`src/rtl/video_wr_sched.sv`:
```
// Write scheduler/arbiter for the 21-bit FPro video write port: queues CPU writes and defers slot-register writes to the blanking window.
// Define VIDEO_SCHED_RR_EN for round-robin FIFO/hardware arbitration; default is fixed priority (FIFO first).
module video_wr_sched #(
  parameter int FIFO_AW    = 4,
  parameter int WIN_CYCLES = 16384
) (
  input  logic        clk_sys,
  input  logic        reset_sys_n,
  input  logic        cpu_cs,
  input  logic        cpu_wr,
  input  logic [20:0] cpu_addr,
  input  logic [31:0] cpu_wr_data,
  input  logic        hw_valid,
  output logic        hw_ready,
  input  logic [20:0] hw_addr,
  input  logic [31:0] hw_wr_data,
  input  logic        frame_end,
  input  logic        win_force,
  input  logic        ovf_clr,
  output logic        video_cs,
  output logic        video_wr,
  output logic [20:0] video_addr,
  output logic [31:0] video_wr_data,
  output logic        win_open,
  output logic        fifo_empty,
  output logic        ovf_sticky
);

  localparam int DEPTH = 1 << FIFO_AW;
  localparam int CNT_W = (WIN_CYCLES > 1) ? $clog2(WIN_CYCLES) : 1;
  localparam logic [CNT_W-1:0]   CNT_LOAD   = CNT_W'(WIN_CYCLES - 1);
  localparam logic [FIFO_AW:0]   FIFO_FULL  = (FIFO_AW + 1)'(DEPTH);

  typedef enum logic {
    WIN_CLOSED = 1'b0,
    WIN_OPEN   = 1'b1
  } win_state_e;

  // ---------------------------------------------------------------------------
  // FIFO
  // ---------------------------------------------------------------------------
  logic [52:0]        mem_q [DEPTH];
  logic [FIFO_AW-1:0] wr_ptr_q, wr_ptr_d;
  logic [FIFO_AW-1:0] rd_ptr_q, rd_ptr_d;
  logic [FIFO_AW:0]   count_q, count_d;
  logic               ovf_q, ovf_d;

  logic        cpu_we;
  logic        full;
  logic        push;
  logic        pop;
  logic [20:0] head_addr;
  logic [31:0] head_data;

  assign cpu_we     = cpu_cs & cpu_wr;
  assign full       = (count_q == FIFO_FULL);
  assign fifo_empty = (count_q == '0);
  assign push       = cpu_we & ~full;
  assign {head_addr, head_data} = mem_q[rd_ptr_q];

  // NOTE: the storage array has no reset; the pointers and count alone say which entries are valid.
  always_ff @(posedge clk_sys) begin
    if (push) begin
      mem_q[wr_ptr_q] <= {cpu_addr, cpu_wr_data};
    end
  end

  // NOTE: every variable in an always_comb gets a default first so no path leaves it unassigned (no latch).
  always_comb begin
    wr_ptr_d = wr_ptr_q;
    rd_ptr_d = rd_ptr_q;
    count_d  = count_q;
    ovf_d    = ovf_q;
    if (push) begin
      wr_ptr_d = wr_ptr_q + FIFO_AW'(1);
    end
    if (pop) begin
      rd_ptr_d = rd_ptr_q + FIFO_AW'(1);
    end
    case ({push, pop})
      2'b10:   count_d = count_q + (FIFO_AW + 1)'(1);
      2'b01:   count_d = count_q - (FIFO_AW + 1)'(1);
      default: count_d = count_q;
    endcase
    // Fullness is judged on start-of-cycle occupancy, so a same-cycle pop never rescues the write.
    if (cpu_we & full) begin
      ovf_d = 1'b1;
    end else if (ovf_clr) begin
      ovf_d = 1'b0;
    end
  end

  // NOTE: sequential state uses non-blocking assignments so every flop samples pre-edge values.
  always_ff @(posedge clk_sys) begin
    if (!reset_sys_n) begin
      wr_ptr_q <= '0;
      rd_ptr_q <= '0;
      count_q  <= '0;
      ovf_q    <= 1'b0;
    end else begin
      wr_ptr_q <= wr_ptr_d;
      rd_ptr_q <= rd_ptr_d;
      count_q  <= count_d;
      ovf_q    <= ovf_d;
    end
  end

  assign ovf_sticky = ovf_q;

  // ---------------------------------------------------------------------------
  // Update-window controller
  // ---------------------------------------------------------------------------
  win_state_e       win_state_q, win_state_d;
  logic [CNT_W-1:0] win_cnt_q, win_cnt_d;

  always_ff @(posedge clk_sys) begin
    if (!reset_sys_n) begin
      win_state_q <= WIN_CLOSED;
      win_cnt_q   <= '0;
    end else begin
      win_state_q <= win_state_d;
      win_cnt_q   <= win_cnt_d;
    end
  end

  always_comb begin
    win_state_d = win_state_q;
    win_cnt_d   = win_cnt_q;
    case (win_state_q)
      WIN_CLOSED: begin
        if (frame_end) begin
          win_state_d = WIN_OPEN;
          win_cnt_d   = CNT_LOAD;
        end
      end
      WIN_OPEN: begin
        if (frame_end) begin
          win_cnt_d = CNT_LOAD;
        end else if (win_cnt_q == '0) begin
          win_state_d = WIN_CLOSED;
        end else begin
          win_cnt_d = win_cnt_q - CNT_W'(1);
        end
      end
      default: begin
        win_state_d = WIN_CLOSED;
        win_cnt_d   = '0;
      end
    endcase
  end

  assign win_open = (win_state_q == WIN_OPEN) | win_force;

  // ---------------------------------------------------------------------------
  // Eligibility and arbitration
  // ---------------------------------------------------------------------------
  logic head_elig;
  logic hw_elig;
  logic fifo_gnt;
  logic hw_gnt;

  // A blocked slot-write head stalls everything behind it to keep strict ordering.
  assign head_elig = ~fifo_empty & (head_addr[20] | win_open);
  assign hw_elig   = hw_valid & win_open;

`ifdef VIDEO_SCHED_RR_EN
  logic last_hw_q, last_hw_d;

  always_comb begin
    fifo_gnt  = head_elig & (~hw_elig | last_hw_q);
    hw_gnt    = hw_elig & ~fifo_gnt;
    last_hw_d = last_hw_q;
    if (fifo_gnt) begin
      last_hw_d = 1'b0;
    end else if (hw_gnt) begin
      last_hw_d = 1'b1;
    end
  end

  always_ff @(posedge clk_sys) begin
    if (!reset_sys_n) begin
      last_hw_q <= 1'b1;
    end else begin
      last_hw_q <= last_hw_d;
    end
  end
`else
  always_comb begin
    fifo_gnt = head_elig;
    hw_gnt   = hw_elig & ~head_elig;
  end
`endif

  assign pop      = fifo_gnt;
  assign hw_ready = hw_gnt;

  // ---------------------------------------------------------------------------
  // Output register
  // ---------------------------------------------------------------------------
  logic        vid_cs_q, vid_cs_d;
  logic [20:0] vid_addr_q, vid_addr_d;
  logic [31:0] vid_data_q, vid_data_d;

  always_comb begin
    vid_cs_d   = fifo_gnt | hw_gnt;
    vid_addr_d = vid_addr_q;
    vid_data_d = vid_data_q;
    if (fifo_gnt) begin
      vid_addr_d = head_addr;
      vid_data_d = head_data;
    end else if (hw_gnt) begin
      vid_addr_d = hw_addr;
      vid_data_d = hw_wr_data;
    end
  end

  always_ff @(posedge clk_sys) begin
    if (!reset_sys_n) begin
      vid_cs_q   <= 1'b0;
      vid_addr_q <= '0;
      vid_data_q <= '0;
    end else begin
      vid_cs_q   <= vid_cs_d;
      vid_addr_q <= vid_addr_d;
      vid_data_q <= vid_data_d;
    end
  end

  assign video_cs      = vid_cs_q;
  assign video_wr      = vid_cs_q;
  assign video_addr    = vid_addr_q;
  assign video_wr_data = vid_data_q;

endmodule

```
`config.mk`:
```
export PLATFORM = sky130hd
export DESIGN_NAME = video_wr_sched
export DESIGN_NICKNAME = d
export VERILOG_FILES = /design/src/rtl/video_wr_sched.sv
export SDC_FILE = /design/constraint.sdc
export NUM_CORES = 1
export LEC_CHECK = 0
export ABC_CLOCK_PERIOD_IN_PS = 6610
export BUFFER_PORTS_ARGS = -buffer_cell sky130_fd_sc_hd__buf_2
export CAP_MARGIN = 10
export CELL_PAD_IN_SITES_DETAIL_PLACEMENT = 0
export CELL_PAD_IN_SITES_GLOBAL_PLACEMENT = 1
export CORE_UTILIZATION = 30
export DETAILED_ROUTE_END_ITERATION = 8
export GPL_TIMING_DRIVEN = 0
export PLACE_DENSITY = 0.46
export SYNTH_ARGS = -nofsm -noshare
export SYNTH_HDL_FRONTEND = slang
export SYNTH_SLANG_ARGS = --single-unit
```
`constraint.sdc`:
```
create_clock -name clk_sys -period 6.61 [get_ports clk_sys]
set_input_delay 0.661 -clock clk_sys [delete_from_list [all_inputs] [get_ports clk_sys]]
set_output_delay 0.661 -clock clk_sys [all_outputs]
set_load 0.02 [all_outputs]
```
* Yosys cells after proc, flatten, opt, wreduce, memory -nomap -nowiden
Memory sizes are Yosys's and may differ from the RTL's. A register that Yosys moved wholly into a read port is not among the register bits. Cells that the tools add are included.
Storage, ports and cells: register bits after elaboration 83, memories kept 1, memory bits (writable) 848
Operators by class: equal/unequal tests 5, add/subtract/negate cells 5, reduce and logical (&&, ||, !) cells 6, mux-type cells 19, bitwise logic cells 13
Memory list:
- mem_q | words 16, bits a word 53, read ports 1, clocked after memory_dff 1, wr ports 1, RTL line 42 | logic [52:0] mem_q [DEPTH];
Operators by type and width (count):
- $mux W32 | 2
- $mux W14 | 3
- $mux W21 | 2
- $pmux W14 S2 | 1
- $logic_not A14 Y1 | 1
- $sub A14 B1 Y14 const B | 1
- $pmux W5 S2 | 1
- $add A4 B1 Y4 const B | 2
- $mux W4 | 2
- $mux W1 | 7
- $and A1 B1 Y1 | 6
- $reduce_bool A2 Y1 | 3
- $add A5 B1 Y5 const B | 1
- $eq A5 B5 Y1 const B | 1
- $logic_not A5 Y1 | 1
- $sub A5 B1 Y5 const B | 1
- $not A1 Y1 | 4
- $ne A3 B3 Y1 const B | 1
- $or A1 B1 Y1 | 3
- $eq A2 B1 Y1 const B | 1
- $eq A2 B2 Y1 const B | 1
- $ne A2 B2 Y1 const B | 1
- $pmux W1 S2 | 1
- $reduce_and A2 Y1 | 1

* Depth between registers and ports, before layout
depth after elaboration 7, mapped depth 18

* Least setup slack after synthesis
OpenSTA, ideal clock, no wires.
kind input-to-reg, start in cpu_cs, end mem mem_q[3][0] (enable), stages 4, arrival 4972 ps, library setup time 529 ps, setup slack 1109 ps, path buffers 0, cells stage by stage nand2_1 a21oi_1 nand2_1 nor3_1
Between the ends: longest elaborated chain between the ends 4
Ends and longest elaborated chain:
- start, declared | RTL line 9 | input logic cpu_cs,
- $and A1 B1 Y1 | RTL line 55 | assign cpu_we = cpu_cs & cpu_wr;
- $and A1 B1 Y1 | RTL line 58 | assign push = cpu_we & ~full;
- $mux W1 | RTL line 63 | if (push) begin
- $mux W1 (implied by the code) | RTL line 64 | mem_q[wr_ptr_q] <= {cpu_addr, cpu_wr_data};
- end, declared | RTL line 42
No other way between the ends.

* Worst setup path after layout
start reg count_q[1], end out hw_ready
Between the ends: longest elaborated chain between the ends 5
Ends and longest elaborated chain:
- start, declared | RTL line 45 | logic [FIFO_AW:0] count_q, count_d;
- start signal, assigned | RTL line 103 | count_q <= count_d;
- $logic_not A5 Y1 | RTL line 57 | assign fifo_empty = (count_q == '0);
- $not A1 Y1 | RTL line 163 | assign head_elig = ~fifo_empty & (head_addr[20] | win_open);
- $and A1 B1 Y1 | RTL line 163
- $not A1 Y1 | RTL line 190 | hw_gnt = hw_elig & ~head_elig;
- $and A1 B1 Y1 | RTL line 190
- end, declared | RTL line 14 | output logic hw_ready,
No other way between the ends.

==> results.sh <==
export IMPL_cts_clk_slew_worst_paths_ns=0.06
export IMPL_cp_endpoint="hw_ready"
export IMPL_drc_errors=0
export IMPL_grt_pass1_vias=19400
export IMPL_synth_area_leaders="edfxtp_1 (70%), mux4_2 (16%), dfxtp_1 (4.8%), mux2i_1 (1.5%), o21a_1 (0.99%)"
export IMPL_place_ws_ns=2.39
export IMPL_ff2ff_setup_slack_ns=2.40
export IMPL_via_count=18500
export IMPL_endpoint_kind="primary output"
export IMPL_path_class="register to primary output"
export IMPL_grt_use_total_pct=17.4
export IMPL_rsz0062_at_grt="false"
export IMPL_hold_class="primary input to register"
export IMPL_setup_tns_ns=0
export IMPL_clock_sinks=935
export IMPL_synth_cells=1729
export IMPL_synth_distinct_cells=60
export IMPL_fmax_mhz=235
export IMPL_syn_area_um2=36500
export IMPL_vdd_ir_drop_max_uv=200
export IMPL_worst_slew_pin_slew_ns=1.23
export IMPL_antenna_found_initial=19
export IMPL_dr_pass1_iters=5
export IMPL_crit_start="count_q[1]"
export IMPL_async_flop_share_pct=0
export IMPL_synth_warnings=0
export IMPL_routabilityCongestion=0.698
export IMPL_power_density_nw_per_um2=389
export IMPL_port_buffers=171
export IMPL_status="finished clean"
export IMPL_ys_flop_type="edfxtp_1"
export IMPL_synth_top_cell_area_share_pct=69.7
export IMPL_syn_nets=1853
export IMPL_avgSynthCellArea_um2=21.1
export IMPL_postCtsHoldBufs=0
export IMPL_reg2reg_to="count_q[4]"
export IMPL_setup_viol=0
export IMPL_final_common_cell="edfxtp_1"
export IMPL_relSlewSlack_pct=17.7
export IMPL_io_pins=173
export IMPL_drive_gt1_share_pct=34.7
export IMPL_critPathTopFamily="simple AND/OR/NAND/NOR gates"
export IMPL_p_leak_nw=14.4
export IMPL_drv_slew=0
export IMPL_final_cell_mix="edfxtp_1 (848), mux4_2 (264), buf_2 (193), clkbuf_16 (109), dfxtp_1 (87)"
export IMPL_max_cap_violations=0
export IMPL_worstReg2RegStart="count_q[1]"
export IMPL_ys_ff_latch=935
export IMPL_reg2reg_depth=17
export IMPL_post_cts_buffers=0
export IMPL_fin_skew_ns=0.0197
export IMPL_yosysSeqAreaShare_pct=74.4
export IMPL_synth_edf_count=848
export IMPL_post_route_period_util_pct=64.2
export IMPL_viasPerCell=4.89
export IMPL_cp_depth=6
export IMPL_crit_required_ns=5.95
export IMPL_cpPeakStageDelay_ns=0.61
export IMPL_clk_latency_ns=0.69
export IMPL_post_drt_wl_per_cell_um=28.1
export IMPL_wirelength_um=106000
export IMPL_path_common_cell="clkbuf_1"
export IMPL_cts_htree_levels=3
export IMPL_critPathArrivalTime_ns=3.59
export IMPL_die_area_um2=123000
export IMPL_hold_violations=0
export IMPL_numCtsBuffers=106
export IMPL_fin_ws_ns=2.36
export IMPL_fin_crit_ns=4.25
export IMPL_clk_path_buf_depth=3
export IMPL_post_cts_resized=0
export IMPL_area_delta_synth_final_pct=21.7
export IMPL_grt_ovfl_total=0
export IMPL_cts_root_buf="clkbuf_16"
export IMPL_crit_chain="clkbuf_1, nor4_1, nand2b_1, clkbuf_1, nor2_1, buf_2"
export IMPL_grt_max_degree=20
export IMPL_hpwl_um=71300
export IMPL_timing_hold_ws_ns=0.264
export IMPL_grt_pass1_wl_um=148000
export IMPL_crit_fanout=10
export IMPL_row_count=127
export IMPL_cpMaxStageDelayCell="nor4_1"
export IMPL_placedCellCount=3587
export IMPL_fin_cells=3787
export IMPL_die_x_um=351
export IMPL_ant_nets=0
export IMPL_yosysTopAreaCell="edfxtp_1"
export IMPL_coreArea_um2=120000
export IMPL_start_kind="register"
export IMPL_nNetsFinal=2207
export IMPL_start_util_pct=30.4
export IMPL_cts_tree="done"
export IMPL_die_h_um=351
export IMPL_cp_buffers_inverters=3
export IMPL_drt_iter0_markers=1592
-- through the flow --
stage | instance area, um^2 | util (%) | power, mW
6_report | 44500 | 37.0 | 17.3
5_1_grt | 44500 | 37.0 | 18.0
4_1_cts | 44500 | 37.0 | 17.6
3_5_place_dp | 40800 | 33.9 | 11.4
3_3_place_gp | 39400 | 32.8 | 11.4
2_1_floorplan | 36500 | - | 9.75
-- flip-flops by register name, indices dropped and copies added, names as in the netlist, named ones only --
register,cells
mem_q,848
video_wr_data,32
video_addr,21
win_cnt_q,14
count_q,5
rd_ptr_q,4
wr_ptr_q,4
ovf_sticky,1
video_cs,1
win_state_q,1
-- synth_stat cells, types with 4 or more instances --
master    number
ha_1          10
nor4_1         4
edfxtp_1     848
buf_1         13
nor3_1        11
or3_1          5
o21ai_0        7
mux2i_1       56
buf_2         22
xor2_1         7
a31oi_1        6
buf_4         17
nor2b_1       45
a21oi_1       18
mux4_2       264
clkbuf_1      38
dfxtp_1       87
buf_6          8
a211oi_1       7
nand2b_1       6
nand2_1       15
or4_1          4
o21a_1        48
and3_1         4
nor2_1        33
inv_1         54
o22ai_1       43
nand4_1        4
-- worst reg2reg max path, cell delays in order (launching register included) --
cell and delay [ns]:
dfxtp_1 0.29, clkbuf_1 0.18, nor4_1 0.61, nand2b_1 0.48
o221ai_2 0.31, buf_6 0.26, buf_8 0.19, buf_12 0.17
inv_2 0.05, ha_1 0.19, clkbuf_1 0.19, xor2_1 0.18
ha_1 0.21, a21boi_0 0.25, o211a_1 0.18, o21bai_1 0.06
a21oi_1 0.16, mux2i_1 0.19
-- cells by family after synthesis --
kind of cell               after synthesis  synth area share [%]
and+or+nand+nor                        144                  2.16
AOI/OAI and AO/OA                      152                  2.86
xor gates and xnor gates                 9                 0.216
muxes                                  322                  17.9
buffers and inverters                  157                  2.10
adders and majority gates               10                 0.342
DFF                                    935                  74.4
-- power by group --
group	leakage, nW	total [mW]	internal (mW)	switching, mW
logic	4.22	4.33	1.85	2.48
clock network	1.80	6.14	3.72	2.42
registers	8.36	6.85	6.69	0.164
total	14.4	17.3	12.3	5.06
-- per-layer routing --
| metal | vias to the layer above | global-route usage, % | part of all wire (%) |
|---|---|---|---|
| li1 | 7895 | - | - |
| met2 | 448 | 29.2 | 50 |
| met4 | 12 | 3.80 | 2.0 |
| met3 | 145 | 3.07 | 4.6 |
| met1 | 10000 | 23.5 | 44 |
| met5 | - | 0 | 0.074 |
-- worst min-delay path by stage --
stage	start	cells after the start	to
after floorplan	count_q[3]	2	count_q[3]
after global placement	ovf_sticky	2	ovf_sticky
after detailed placement	ovf_sticky	2	ovf_sticky
after CTS	ovf_clr	3	ovf_sticky
after global routing	ovf_clr	3	ovf_sticky
final	ovf_clr	3	ovf_sticky
-- final cells by class --
type                       instances  area [um^2]
antenna                            2         5.00
buffer                           100          554
clock buffer                     139         2940
clock inverter                    59          717
fill                           11100        75800
inverter                          57          214
multi-input combinational        637         8680
sequential                       935        27200
tap                             1612         2020
timing repair buffer             246         2130
No activity file was read; power rests on OpenSTA's default activity.
